===== src/rtl/mems_spi_pkg.sv =====
// Shared definitions for the MEMS DAC SPI transmitter: FSM states and parameter defaults.
package mems_spi_pkg;

  localparam int CLK_DIV_DEF    = 4;
  localparam int WORD_W_DEF     = 24;
  localparam int GAP_CYCLES_DEF = 2;

  // Half-period counter width; covers CLK_DIV up to 255.
  localparam int DIV_W = 8;

  typedef enum logic [2:0] {
    IDLE,
    SETUP,
    SHIFT_LO,
    SHIFT_HI,
    GAP
  } state_t;

  // Bit counter must hold the value WORD_W itself (hold-phase marker).
  function automatic int bit_cnt_w(input int word_w);
    return $clog2(word_w + 1);
  endfunction

endpackage


===== src/rtl/mems_spi_tick.sv =====
// Half-period timer: one-cycle tick every CLK_DIV enabled cycles, restartable on phase change.
module mems_spi_tick
  import mems_spi_pkg::*;
#(
  parameter int CLK_DIV = CLK_DIV_DEF
) (
  input  logic clk,
  input  logic rst,
  input  logic en,
  input  logic restart,
  output logic tick
);

  localparam logic [DIV_W-1:0] LAST = DIV_W'(CLK_DIV - 1);

  logic [DIV_W-1:0] cnt_reg;

  always_ff @(posedge clk or posedge rst) begin
    if (rst) begin
      cnt_reg <= '0;
    end else if (restart || !en || tick) begin
      cnt_reg <= '0;
    end else begin
      cnt_reg <= cnt_reg + 1'b1;
    end
  end

  // With CLK_DIV=1 LAST is zero, so every enabled cycle ticks.
  assign tick = en && (cnt_reg == LAST);

endmodule


===== src/rtl/mems_spi_tx.sv =====
// SPI frame transmitter for a MEMS driver DAC (sync_n/sclk/mosi, MSB first, sclk idles high).
// Optional inter-frame gap state compiled in when MEMS_SPI_GAP_EN is defined.
module mems_spi_tx
  import mems_spi_pkg::*;
#(
  parameter int CLK_DIV    = CLK_DIV_DEF,
  parameter int WORD_W     = WORD_W_DEF,
  parameter int GAP_CYCLES = GAP_CYCLES_DEF
) (
  input  logic              clk,
  input  logic              rst,
  input  logic              start,
  input  logic [WORD_W-1:0] data,
  output logic              busy,
  output logic              done,
  output logic              sync_n,
  output logic              sclk,
  output logic              mosi
);

  localparam int BIT_W = bit_cnt_w(WORD_W);
  localparam logic [BIT_W-1:0] LAST_IDX = BIT_W'(WORD_W - 1);
  localparam logic [BIT_W-1:0] ALL_BITS = BIT_W'(WORD_W);

  localparam bit GAP_EN =
`ifdef MEMS_SPI_GAP_EN
    1'b1;
`else
    1'b0;
`endif
  localparam int GAP_LEN = GAP_EN ? GAP_CYCLES : 0;

  state_t            state_reg, state_next;
  logic              busy_reg, busy_next;
  logic              done_reg, done_next;
  logic              sync_n_reg, sync_n_next;
  logic              sclk_reg, sclk_next;
  logic              mosi_reg, mosi_next;
  logic [WORD_W-1:0] shift_reg, shift_next;
  logic [BIT_W-1:0]  bit_cnt_reg, bit_cnt_next;
  logic [WORD_W-1:0] shifted;
  logic              tick;
  logic              tick_en;
  logic              phase_change;

  assign shifted = shift_reg << 1;
  assign tick_en = (state_reg == SETUP) || (state_reg == SHIFT_LO) || (state_reg == SHIFT_HI);

  mems_spi_tick #(
    .CLK_DIV(CLK_DIV)
  ) u_tick (
    .clk    (clk),
    .rst    (rst),
    .en     (tick_en),
    .restart(phase_change),
    .tick   (tick)
  );

`ifdef MEMS_SPI_GAP_EN
  localparam int GAP_W = (GAP_LEN > 1) ? $clog2(GAP_LEN) : 1;

  logic [GAP_W-1:0] gap_cnt_reg;
  logic             gap_last;

  always_ff @(posedge clk or posedge rst) begin
    if (rst) begin
      gap_cnt_reg <= '0;
    end else if (state_reg == GAP) begin
      gap_cnt_reg <= gap_cnt_reg + 1'b1;
    end else begin
      gap_cnt_reg <= '0;
    end
  end

  assign gap_last = (gap_cnt_reg == GAP_W'(GAP_LEN - 1));
`endif

  always_comb begin
    state_next   = state_reg;
    busy_next    = busy_reg;
    done_next    = 1'b0;
    sync_n_next  = sync_n_reg;
    sclk_next    = sclk_reg;
    mosi_next    = mosi_reg;
    shift_next   = shift_reg;
    bit_cnt_next = bit_cnt_reg;
    phase_change = 1'b0;

    case (state_reg)
      IDLE: begin
        if (start) begin
          state_next   = SETUP;
          busy_next    = 1'b1;
          sync_n_next  = 1'b0;
          sclk_next    = 1'b1;
          mosi_next    = data[WORD_W-1];
          shift_next   = data;
          bit_cnt_next = '0;
          phase_change = 1'b1;
        end
      end

      SETUP: begin
        if (tick) begin
          phase_change = 1'b1;
          sclk_next    = 1'b0;
          state_next   = SHIFT_LO;
        end
      end

      SHIFT_LO: begin
        if (tick) begin
          phase_change = 1'b1;
          sclk_next    = 1'b1;
          bit_cnt_next = bit_cnt_reg + 1'b1;
          state_next   = SHIFT_HI;
          // After the last low half mosi keeps the LSB through the hold phase.
          if (bit_cnt_reg != LAST_IDX) begin
            shift_next = shifted;
            mosi_next  = shifted[WORD_W-1];
          end
        end
      end

      SHIFT_HI: begin
        if (tick) begin
          phase_change = 1'b1;
          if (bit_cnt_reg == ALL_BITS) begin
            sync_n_next = 1'b1;
            if (GAP_LEN > 0) begin
              state_next = GAP;
            end else begin
              busy_next  = 1'b0;
              done_next  = 1'b1;
              state_next = IDLE;
            end
          end else begin
            sclk_next  = 1'b0;
            state_next = SHIFT_LO;
          end
        end
      end

`ifdef MEMS_SPI_GAP_EN
      GAP: begin
        if (gap_last) begin
          busy_next  = 1'b0;
          done_next  = 1'b1;
          state_next = IDLE;
        end
      end
`endif

      default: begin
        state_next  = IDLE;
        busy_next   = 1'b0;
        sync_n_next = 1'b1;
        sclk_next   = 1'b1;
      end
    endcase
  end

  always_ff @(posedge clk or posedge rst) begin
    if (rst) begin
      state_reg   <= IDLE;
      busy_reg    <= 1'b0;
      done_reg    <= 1'b0;
      sync_n_reg  <= 1'b1;
      sclk_reg    <= 1'b1;
      mosi_reg    <= 1'b0;
      shift_reg   <= '0;
      bit_cnt_reg <= '0;
    end else begin
      state_reg   <= state_next;
      busy_reg    <= busy_next;
      done_reg    <= done_next;
      sync_n_reg  <= sync_n_next;
      sclk_reg    <= sclk_next;
      mosi_reg    <= mosi_next;
      shift_reg   <= shift_next;
      bit_cnt_reg <= bit_cnt_next;
    end
  end

  assign busy   = busy_reg;
  assign done   = done_reg;
  assign sync_n = sync_n_reg;
  assign sclk   = sclk_reg;
  assign mosi   = mosi_reg;

endmodule

===== config.mk =====
export PLATFORM = sky130hd
export DESIGN_NAME = mems_spi_tx
export DESIGN_NICKNAME = d
export VERILOG_FILES = /design/src/rtl/mems_spi_pkg.sv /design/src/rtl/mems_spi_tick.sv /design/src/rtl/mems_spi_tx.sv
export SDC_FILE = /design/constraint.sdc
export NUM_CORES = 1
export LEC_CHECK = 0
export ABC_AREA = 1
export ABC_CLOCK_PERIOD_IN_PS = 4500
export BUFFER_PORTS_ARGS = -buffer_cell sky130_fd_sc_hd__buf_2
export CORE_ASPECT_RATIO = 0.6
export CORE_MARGIN = 4
export CORE_UTILIZATION = 64
export CTS_BUF_LIST = sky130_fd_sc_hd__clkbuf_8
export CTS_CLUSTER_DIAMETER = 200
export CTS_CLUSTER_SIZE = 8
export DETAILED_ROUTE_END_ITERATION = 10
export PLACE_DENSITY = 0.87
export SLEW_MARGIN = 20
export SYNTH_ARGS = -nofsm -noshare
export SYNTH_HDL_FRONTEND = slang
export SYNTH_HIERARCHICAL = 1
export SYNTH_SLANG_ARGS = --single-unit

===== constraint.sdc =====
create_clock -name clk -period 4.5 [get_ports clk]
set_clock_uncertainty 0.05 [all_clocks]
set_input_delay 0.9 -clock clk [delete_from_list [all_inputs] [get_ports clk]]
set_output_delay 0.9 -clock clk [all_outputs]
set_load 0.03 [all_outputs]

==> results of run 1 <==
==> cell usage in the layout, fill, tap and decap left out, drive strengths merged, types with 2 or more instances in the layout <==
cell,instances
clkbuf,7
ha,7
nor2,24
o21ai,10
dfrtp,41
buf,34
nand2,165
dfstp,2
nand4,2
nand3,37
inv,27
==> cell usage after synthesis <==
cell        n
o21ai_1     1
dfrtp_1    41
nand4_1     2
nor3_1      1
nand2_2     4
o21a_1      1
nand2_1   160
dfstp_2     2
inv_2       1
buf_6       4
buf_4       3
xor2_1      1
ha_1        7
xnor2_1     1
buf_2       5
o21ai_0     9
nor2_2      4
clkinv_1    1
nand3_1    35
a21oi_1     1
inv_1      26
nand3_2     2
nor2_1     20
nand2_4     1
==> critical path: cells and delay by family, from the launching register on <==
family,cells,cell delay [ns]
fa+ha+maj,1,0.24
simple gates,9,1.09
flops,1,0.43
buf+inv,5,0.64
==> cell type report <==
| cell class | count | area (um^2) | share of cell area [%] |
|---|---|---|---|
| clock buffers | 7 | 96.3 | 3.65 |
| multi-input cells | 250 | 1120 | 42.3 |
| clock inverters | 1 | 7.51 | 0.284 |
| well taps | 45 | 56.3 | 2.13 |
| inverters | 28 | 105 | 3.98 |
| repair buffers | 34 | 178 | 6.73 |
| flip-flops and latches | 43 | 1080 | 40.9 |
==> cell families after synthesis <==
logic type      count (synthesis)
simple gates                  229
xor+xnor                        2
buf+inv                        40
flops                          43
fa+ha+maj                       7
compound gates                 12
==> per-stage QoR <==
step                instance area [um^2]  total power, mW  util (%)
floorplan                           2390             1.36         -
global placement                    2530             1.45      74.0
detailed placement                  2530             1.49      74.0
CTS                                 2640             1.76      77.1
global route                        2640             1.93      77.1
finish                              2640             1.77      77.1
==> metal layers <==
layer,vias up,share of wire (%),GRT usage (%)
met5,-,0,0
met4,0,1.3,6.44
met3,8,6.1,4.61
met2,59,45,33.5
met1,950,48,33.3
li1,1079,-,-
==> worst max path at each step <==
stage                                   from                   endpoint  slack (ns)
floorplan           state_reg[0]$_DFFE_PP0P_           mosi$_DFFE_PP0P_        2.60
global placement    state_reg[0]$_DFFE_PP0P_  shift_reg[20]$_DFFE_PP0P_        2.08
detailed placement  state_reg[0]$_DFFE_PP0P_  shift_reg[21]$_DFFE_PP0P_        1.96
CTS                 state_reg[0]$_DFFE_PP0P_  shift_reg[21]$_DFFE_PP0P_        1.94
global route        state_reg[0]$_DFFE_PP0P_  shift_reg[18]$_DFFE_PP0P_        1.67
finish              state_reg[1]$_DFFE_PP0P_  shift_reg[21]$_DFFE_PP0P_        1.92
==> power by group through the flow <==
stage | sequential [mW] | combinational (mW) | clock (mW)
6_report | 0.639 | 0.853 | 0.273
5_1_grt | 0.656 | 0.982 | 0.292
4_1_cts | 0.637 | 0.851 | 0.274
3_5_place_dp | 0.641 | 0.844 | 0
3_3_place_gp | 0.636 | 0.812 | 0
2_1_floorplan | 0.654 | 0.702 | 0
==> key figures, run 1 <==
Place
  – Placed cell count: 400
  – Placer Congestion: 0.893
  – I/O Buffers: 31
  – Final HPWL from detailed placement: 3.61 mm
  – Place WS: approximately 2.0 ns

Clock tree
  – Postcts setup bufs: 0
  – Clock Tree Buf Depth: 2
  – Total clock sinks: 43
  – H-tree depth: 2
  – Clk root buf: clkbuf_8
  – Skew-Pair Late Insertion Delay: around 0.30 ns
  – CTS tree: built
  – Post-CTS Hold Fix Bufs: 0
  – Post-CTS sizing: 0
  – CTS Buf Count: 5
  – Clk pin slew, worst setup/hold paths: 0.08 ns

Global route
  – Global route overflow: 0
  – First-pass GRT wire length: ~8.7 mm
  – Number of global-route vias before repair: approximately 1900
  – GRT Overall Usage: between 20% and 30%
  – Initial antenna violation count: 0
  – Largest net degree at the start of global routing: 30

Timing
  – Unrepaired setup endpoints after global routing: no
  – FMAX: about 390 MHz
  – Setup violations, final: 0
  – Pin slew with the least headroom to its limit: between 0.7 and 0.8 ns
  – Setup WS post-layout: 1.92 ns
  – Slew headroom: approximately half
  – Tmin final: 2.58 ns
  – Slew Viols, Final: 0
  – WHS: 0.415 ns
  – Final period util: between 50% and 60%
  – Final number of hold-violating endpoints: 0
  – Setup TNS: 0 ns

Critical path
  – WP data arrival: between 2 and 3 ns
  – WS Path Type: reg -> reg
  – Worst R2R Start: state_reg[1]$_DFFE_PP0P_
  – Max stage delay on crit path: around 0.43 ns
  – Reg2Reg Depth: 15
  – CP Cell Sequence: inv_1, ha_1, inv_1, nand2_1, nor2_1, nand2_2, inv_1, inv_1, nand2_1, nand2_2, nor2_2, buf_4, nand2_2, nand2_1, nand2_1
  – Reg2reg end: shift_reg[21]$_DFFE_PP0P_
  – Reg2Reg Setup Slack: 1.92 ns
  – Worst Setup End Kind: flip-flop
  – CP max FO: 29
  – Worst endpoint required time: around 4.6 ns
  – Worst setup SP type: flip-flop
  – Slowest-stage cell, CP: dfrtp_1

Logic synthesis
  – Post-synth top area share: around 43%
  – Post-synthesis mux area share: 0%
  – Synth Area in Simple Gates: 39.7%
  – Synth warn: 6
  – Post-synth top area cell: dfrtp_1
  – Fraction of the mapped netlist area in adder cells: 3.66%
  – Cells after Synth: between 300 and 400
  – Post-Synthesis Mean Instance Area: roughly 7 um^2
  – Post-synthesis xor/xnor area fraction: less than 1%
  – Seq/Total Area, Yosys: 45.1%
  – Synth cell types: 24
  – Synth area leaders: dfrtp_1 (43%), nand2_1 (25%), nand3_1 (7.3%), inv_1 (4.1%), ha_1 (3.7%)
  – Syn Nets: approximately 370
  – Largest family of logic cells by synthesized area: simple AND/OR/NAND/NOR gates
  – Yosys reg bits: between 40 and 50
  – Post-Syn Area: 2390 um^2
  – Compound-cell area share of the yosys netlist: under 10%

Detailed routing
  – DR pass1 iterations: 4
  – Detailed Route Iter0 Violations: 86
  – ANT nets after route: 0
  – Final WL: ~5 mm
  – # DRC: 0
  – DR vias: between 2000 and 2500
  – Vias per inst: 5.14
  – Avg WL per Cell: between 10 and 15 um

Power
  – Power Density: 669 nW/um^2
  – Clk pwr share: 15.5%
  – Sw Share: between 40% and 50%
  – P_sw: around 810 uW
  – Combinational group share of total power: 48.3%
  – Internal cell power: about 960 uW
  – Leakage: ~1.5 nW
  – Reg power frac: 36.2%
  – Maximum vdd drop: around 0.35 mV

Floorplan
  – Die width: 87.0 um
  – Core outline area: 3420 um^2
  – Initial Util: between 60% and 70%
  – Num rows: 16
  – DIE AREA: about 4800 um^2
  – Die height: 55.4 um
  – I/O pins: 32

Final layout
  – Number of flip-flops under the largest register name: 23
  – # diodes: 0
  – Post-Layout Cell Count: 408
  – Layout cell share with drive strength beyond 1: approximately 15%
  – Net count, final: between 300 and 400
  – Synth-to-Final Area Change: 10.2%
  – Filler Cell Count: around 270

Min path
  – Hold path depth: 2
  – Hold endpoint: sync_n$_DFFE_PP1P_
  – Hold Crit Class: reg -> reg
  – HP Start: sync_n$_DFFE_PP1P_

Run status
  – Outcome: completed

Flow run
  – Max Cap Viol: 0
No activity file was read; power rests on OpenSTA's default activity.
==> run 2, diff against run 1 <==
ABC_CLOCK_PERIOD_IN_PS = 2240   (was 4500)
CORE_UTILIZATION = 54   (was 64)
PLACE_DENSITY = 0.78   (was 0.87)
clock period = 2.24 ns   (was 4.5 ns; I/O delays follow)
==> run 2 against run 1 <==
Register-to-register slack worse by 1.7 ns. Die area up 16%. Sequential share of layout area is 1.7 points lower. Core utilization is 11 points lower. Clock-buffer cell count is 1 lower. Clock power grew 85%. Largest cell class unchanged.
==> key figures, run 2 (synthesis results as in run 1) <==
Floorplan
  – Die width: 94.0 um (+8.1%)
  – Initial Util: 57.1% (-13 points)
  – Die height: 59.6 um (+7.6%)
  – DIE AREA: 5600 um^2 (+16%)
  – I/O pins: 32 (unchanged)
  – Core outline area: 4190 um^2 (+22%)
  – Num rows: 18 (+2)

Power
  – Combinational group share of total power: 53.2% (+4.9 points)
  – Internal cell power: 2.10 mW (+120%)
  – Sw Share: 44.5% (-1.4 points)
  – Reg power frac: 33.5% (-2.7 points)
  – P_sw: 1.68 mW (+110%)
  – Leakage: 1.53 nW (+2.9%)
  – Power Density: 1370 nW/um^2 (+110%)
  – Maximum vdd drop: 0.565 mV (+60%)
  – Clk pwr share: 13.3% (-2.2 points)

Detailed routing
  – # DRC: 0 (unchanged)
  – Avg WL per Cell: 11.9 um (-5.5%)
  – ANT nets after route: 0 (unchanged)
  – DR pass1 iterations: 4 (unchanged)
  – DR vias: 2066 (-1.4%)
  – Detailed Route Iter0 Violations: 98 (+14%)
  – Vias per inst: 4.83 (-6.0%)
  – Final WL: 5.08 mm (-0.88%)

Critical path
  – Worst endpoint required time: 2.38 ns (-2.26 ns)
  – WS Path Type: reg -> reg
  – WP data arrival: 2.18 ns (-0.54 ns)
  – Worst Setup End Kind: flip-flop
  – CP max FO: 24 (-17%)
  – Reg2Reg Depth: 15 (unchanged)
  – Worst setup SP type: flip-flop

Final layout
  – Number of flip-flops under the largest register name: 23 (unchanged)
  – Commonest cells after routing, fill and taps aside: nand2_1 (160), dfrtp_1 (41), nand3_1 (35)
  – Synth-to-Final Area Change: 15.0%
  – Most common cell after layout, fill and taps aside: nand2_1
  – Layout cell share with drive strength beyond 1: 17.1% (+1.7 points)
  – Post-Layout Cell Count: 428 (+4.9%)
  – # diodes: 0 (unchanged)
  – Final instance area: 2750 um^2 (+4.3%)
  – Net count, final: 402 (+1.5%)

Clock tree
  – Clk root buf: clkbuf_8
  – CTS Buf Count: 5 (unchanged)
  – Post-CTS Hold Fix Bufs: 0 (unchanged)
  – Clk pin slew, worst setup/hold paths: 0.08 ns (about the same)
  – H-tree depth: 2 (unchanged)
  – CTS tree: built
  – Skew-Pair Late Insertion Delay: 0.29 ns (about the same)
  – Clock Tree Buf Depth: 2 (unchanged)
  – Total clock sinks: 43 (unchanged)

Flow run
  – Max Cap Viol: 0 (unchanged)

Global route
  – Initial antenna violation count: 0 (unchanged)
  – GRT Overall Usage: 19.4% (-3.2 points)
  – Global route overflow: 0 (unchanged)
  – Largest net degree at the start of global routing: 36 (+20%)
  – First-pass GRT wire length: 8.49 mm (-2.6%)
  – Number of global-route vias before repair: 1939 (+1.9%)

Timing
  – Setup TNS: 0 ns (unchanged)
  – Final number of hold-violating endpoints: 0 (unchanged)
  – Setup violations, final: 0 (unchanged)
  – FMAX: 489 MHz (+26%)
  – Pin slew with the least headroom to its limit: 0.736 ns (+0.0115 ns)
  – Tmin final: 2.05 ns (-0.533 ns)
  – Slew headroom: 50.9% (-0.77 points)
  – Final period util: 91.3% (+34 points)
  – Slew Viols, Final: 0 (unchanged)

Place
  – I/O Buffers: 31 (unchanged)
  – Placer Congestion: 0.838 (-6.2%)
  – Final HPWL from detailed placement: 3.44 mm (-4.5%)
  – Placed cell count: 417 (+4.3%)
  – Area after DPL: 2570 um^2 (+1.3%)

Run status
  – Outcome: completed

Min path
  – Hold Crit Class: in -> async
## run 2: metrics by stage
stage	hold WS (ns)	total power [mW]	utilization, %	setup WS [ns]
after global routing	0.0876	4.13	65.7	-0.0363
after global placement	0.374	2.94	61.3	0.0881
after CTS	0.0602	3.52	63.6	0.0446
final	0.0523	3.78	65.7	0.195
after detailed placement	0.385	2.99	61.3	-0.00146
after floorplan	0.214	2.72	-	0.344
## run 2: area by class of cell
class,instances,area [um^2]
flip-flops and latches,43,1080
clock inverters,1,5.00
clock buffers,6,82.6
repair buffers,40,265
well taps,60,75.1
fillers,374,1440
inverters,28,105
multi-input cells,250,1140
## run 2: metal layers
| metal | wire [um] | vias to the layer above | GRT usage [%] | share of wire, % |
|---|---|---|---|---|
| li1 | - | 1094 | - | - |
| met1 | 2660 | 909 | 28.9 | 52 |
| met2 | 2110 | 58 | 28.0 | 41 |
| met3 | 260 | 5 | 4.19 | 5.1 |
| met4 | 49 | 0 | 6.79 | 0.96 |
| met5 | 0 | - | 0 | 0 |
## run 2: worst max-delay path: stages (launching register included)
cell,delay [ns]
dfrtp_1,0.39
inv_1,0.07
ha_2,0.20
inv_1,0.08
nand2_1,0.07
nor2_2,0.11
nand2_2,0.08
inv_1,0.08
inv_1,0.08
nand2_1,0.08
nand2_2,0.09
nor2_4,0.14
buf_12,0.14
nand2_8,0.12
nand2_1,0.09
nand2_1,0.05
## run 2: final timing paths
check                                          from                           to  slack [ns]
min                                             rst  u_tick/cnt_reg[6]$_DFF_PP0_        0.05
max in group asynchronous                       rst           sync_n$_DFFE_PP1P_        1.60
min reg2reg                        mosi$_DFFE_PP0P_             mosi$_DFFE_PP0P_        0.43
max reg2reg                state_reg[1]$_DFFE_PP0P_    shift_reg[14]$_DFFE_PP0P_        0.19
min in group clk                            data[0]     shift_reg[0]$_DFFE_PP0P_        0.33
max                        state_reg[1]$_DFFE_PP0P_    shift_reg[14]$_DFFE_PP0P_        0.19
## run 2: timing repair
item,CTS,global route
setup endpoints to repair,4,25
pin swaps,0,2
resized for setup,2,6
cloned,0,1
hold endpoints to repair,0,0
setup buffers,0,3
## run 2: power by group through the flow
stage	sequential (mW)	combinational, mW	clock, mW
floorplan	1.31	1.41	0
global placement	1.28	1.66	0
detailed placement	1.28	1.71	0
CTS	1.27	1.73	0.522
global route	1.30	2.28	0.549
finish	1.27	2.01	0.504
==> run 3, diff against run 2 <==
SLEW_MARGIN = 10   (was 20)
SYNTH_HIERARCHICAL = unset   (was 1)
==> run 3 against run 2 <==
Core utilization fell by 1.2 points. Final cell count fell by 4.0%. Power rose by 1.9%. Sequential share of layout area rose by 0.51 points.
==> key figures, run 3 <==
Logic synthesis
  – Yosys reg bits: 43 (unchanged)
  – Synth Flop Type: dfrtp_1
  – Post-Synthesis Mean Instance Area: 7.50 um^2 (+4.3%)
  – Commonest cells in the netlist: nand2_1 (154), dfrtp_1 (41), nand4_1 (33), nor2_1 (17), inv_1 (15)
  – Post-synth ARST share: 100% (unchanged)
  – Synth cell types: 27 (+13%)
  – Seq/Total Area, Yosys: 44.7% (-0.40 points)
  – Syn Nets: 356 (-3.0%)
  – Post-Syn Area: 2410 um^2 (+0.89%)
  – Post-synth EDFFs: 0 (unchanged)
  – Most common cell in the netlist: nand2_1
  – Synth area leaders: dfrtp_1 (42%), nand2_1 (24%), nand4_1 (8.5%), ha_1 (3.6%), nor2_1 (2.6%)
  – Synth warn: 0 (-6)
  – Cells after Synth: 322 (-3.3%)
  – Post-synth top area share: 42.5% (-0.38 points)
  – Post-synth top area cell: dfrtp_1

Critical path
  – Slowest-stage cell, CP: inv_1
  – Levels on crit path: 8 (-7)
  – CP max FO: 24 (unchanged)
  – Most frequent CP cell: nand2_1
  – CP Cell Sequence: inv_1, ha_1, buf_4, inv_1, nand2_1, nand2_1, nand4_1, nand2_1
  – Max stage delay on crit path: 0.55 ns (+0.16 ns)
  – Reg2Reg Depth: 8 (-7)
  – Worst R2R Start: state_reg[0]$_DFFE_PP0P_
  – Worst endpoint required time: 2.43 ns (+0.05 ns)
  – Delay-heaviest family, CP: buffers and inverters
  – Worst setup SP type: flip-flop
  – Worst Setup End Kind: flip-flop
  – WP data arrival: 2.34 ns (+0.16 ns)
  – Critical path buffers and inverters: 3 (-2)
  – Critical Path Source: state_reg[0]$_DFFE_PP0P_
  – WS Path Type: reg -> reg

Final layout
  – Net count, final: 384 (-4.5%)
  – Multi-input logic area: 1170 um^2 (+3.0%)
  – Fin util: 64.5% (-1.2 points)
  – Layout cell share with drive strength beyond 1: 17.7% (+0.54 points)
  – Register area: 1080 um^2 (unchanged)
  – Filler Cell Count: 365 (-2.4%)
  – Post-Layout Cell Count: 411 (-4.0%)
  – Commonest cells after routing, fill and taps aside: nand2_1 (154), dfrtp_1 (41), nand4_1 (33)
  – Synth-to-Final Area Change: 12.5%
  – # diodes: 0 (unchanged)
  – Most common cell after layout, fill and taps aside: nand2_1
  – Number of flip-flops under the largest register name: 23 (unchanged)

Timing
  – Pin slew with the least headroom to its limit: 0.735 ns (-0.00143 ns)
  – Final number of hold-violating endpoints: 0 (unchanged)
  – Final period util: 95.8% (+4.5 points)
  – Unrepaired setup endpoints after global routing: yes
  – Setup violations, final: 0 (unchanged)
  – FMAX: 466 MHz (-4.7%)
  – Slew headroom: 51.0% (+0.095 points)
  – Slew Viols, Final: 0 (unchanged)
  – Tmin final: 2.15 ns (+0.100 ns)

Clock tree
  – CTS Buf Count: 5 (unchanged)
  – Skew-Pair Late Insertion Delay: 0.30 ns (about the same)
  – Postcts setup bufs: 0 (unchanged)
  – Clk root buf: clkbuf_8
  – Clk pin slew, worst setup/hold paths: 0.08 ns (about the same)
  – Clock Tree Buf Depth: 2 (unchanged)
  – CTS tree: built
  – Total clock sinks: 43 (unchanged)
  – H-tree depth: 2 (unchanged)
  – Post-CTS sizing: 0 (-2)
  – Post-CTS Hold Fix Bufs: 0 (unchanged)

Flow run
  – Max Cap Viol: 0 (unchanged)

Detailed routing
  – DR pass1 iterations: 4 (unchanged)
  – Vias per inst: 5.16 (+6.8%)
  – DR vias: 2119 (+2.6%)
  – Final WL: 5.13 mm (+0.87%)
  – ANT nets after route: 0 (unchanged)
  – Avg WL per Cell: 12.5 um (+5.0%)
  – Detailed Route Iter0 Violations: 165 (+68%)
  – # DRC: 0 (unchanged)

Power
  – Maximum vdd drop: 0.637 mV (+13%)
  – Leakage: 1.47 nW (-3.8%)
  – P_sw: 1.78 mW (+5.7%)
  – Reg power frac: 33.0% (-0.5 points)
  – Sw Share: 46.1% (+1.7 points)
  – Internal cell power: 2.08 mW (-1.2%)
  – Power Density: 1420 nW/um^2 (+3.2%)
  – Clk pwr share: 16.4% (+3.1 points)
  – Combinational group share of total power: 50.6% (-2.6 points)

Global route
  – Initial antenna violation count: 0 (unchanged)
  – GRT met1 Usage: 29.8% (+0.94 points)
  – Largest net degree at the start of global routing: 44 (+22%)
  – Global route overflow: 0 (unchanged)
  – GRT Overall Usage: 20.3% (+0.93 points)
  – Global-route track usage on met3: 4.28% (+0.089 points)
  – Number of global-route vias before repair: 1977 (+2.0%)
  – First-pass GRT wire length: 8.91 mm (+4.9%)
  – Gr busiest metal: met2
  – GRT met2 Usage: 30.5% (+2.6 points)

Floorplan
  – Core outline area: 4210 um^2 (+0.54%)
  – Initial Util: 57.3% (+0.20 points)
  – Die height: 59.8 um (+0.39%)
  – DIE AREA: 5640 um^2 (+0.79%)
  – I/O pins: 32 (unchanged)
  – Num rows: 18 (unchanged)
  – Die width: 94.3 um (+0.40%)

Place
  – Final HPWL from detailed placement: 3.58 mm (+3.9%)
  – Placer Congestion: 0.898 (+7.2%)
  – I/O Buffers: 31 (unchanged)
  – Placed cell count: 403 (-3.4%)

Run status
  – Outcome: completed

Min path
  – Hold Crit Class: in -> async
==> run 3: path summary, 6_finish.rpt <==
| kind | to | slack (ns) |
|---|---|---|
| setup / recovery | shift_reg[4]$_DFFE_PP0P_ | 0.09 |
| hold / removal | done$_DFF_PP0_ | 0.22 |
| setup reg to reg | shift_reg[4]$_DFFE_PP0P_ | 0.09 |
| hold reg to reg | sclk$_DFFE_PP1P_ | 0.42 |
| max in group asynchronous | sync_n$_DFFE_PP1P_ | 1.55 |
| min in group clk | sclk$_DFFE_PP1P_ | 0.42 |
==> run 3: power groups by stage <==
stage | sequential, mW | combinational, mW | clock [mW]
after global placement | 1.28 | 1.87 | 0
after detailed placement | 1.29 | 1.92 | 0
after global routing | 1.31 | 2.24 | 0.679
after CTS | 1.27 | 1.93 | 0.641
after floorplan | 1.32 | 1.51 | 0
final | 1.27 | 1.95 | 0.631
==> run 3: kinds of logic (layout without fill, tap and decap cells) <==
group	Yosys count	count (layout)	synth area share [%]
AOI/OAI and AO/OA	11	11	2.43
xor gates and xnor gates	2	2	0.726
and+or+nand+nor	223	223	41.6
DFF	43	43	44.7
buffers and inverters	36	65	6.99
adders and majority gates	7	7	3.63
==> run 3: per-stage QoR <==
stage | total power, mW | setup slack [ns] | TNS, ns | hold slack (ns) | cell area [um^2]
3_3_place_gp | 3.14 | 0.222 | 0 | 0.399 | 2590
3_5_place_dp | 3.21 | 0.145 | 0 | 0.409 | 2590
4_1_cts | 3.84 | 0.128 | 0 | 0.231 | 2710
2_1_floorplan | 2.83 | 0.659 | 0 | 0.392 | 2410
6_report | 3.85 | 0.0943 | 0 | 0.216 | 2720
5_1_grt | 4.23 | -0.0424 | -0.217 | 0.264 | 2720
==> run 3: tightest hold or removal path, stage by stage <==
cell and delay, ns:
buf_2 0.10, clkinv_1 0.03, buf_4 0.44
==> run 3: layout make-up <==
cell class | instances | share of cell area (%)
multi-input combinational | 243 | 43.2
sequential | 43 | 39.7
timing repair buffer | 36 | 7.09
clock buffer | 6 | 3.04
inverter | 21 | 2.90
tap | 60 | 2.76
clock inverter | 2 | 1.29
==> run 3: per-layer routing <==
metal / routed length (um) / up-vias
met3: 398 / 5
met4: 45 / 0
met1: 2500 / 946
met2: 2180 / 78
met5: 0 / -
li1: - / 1090
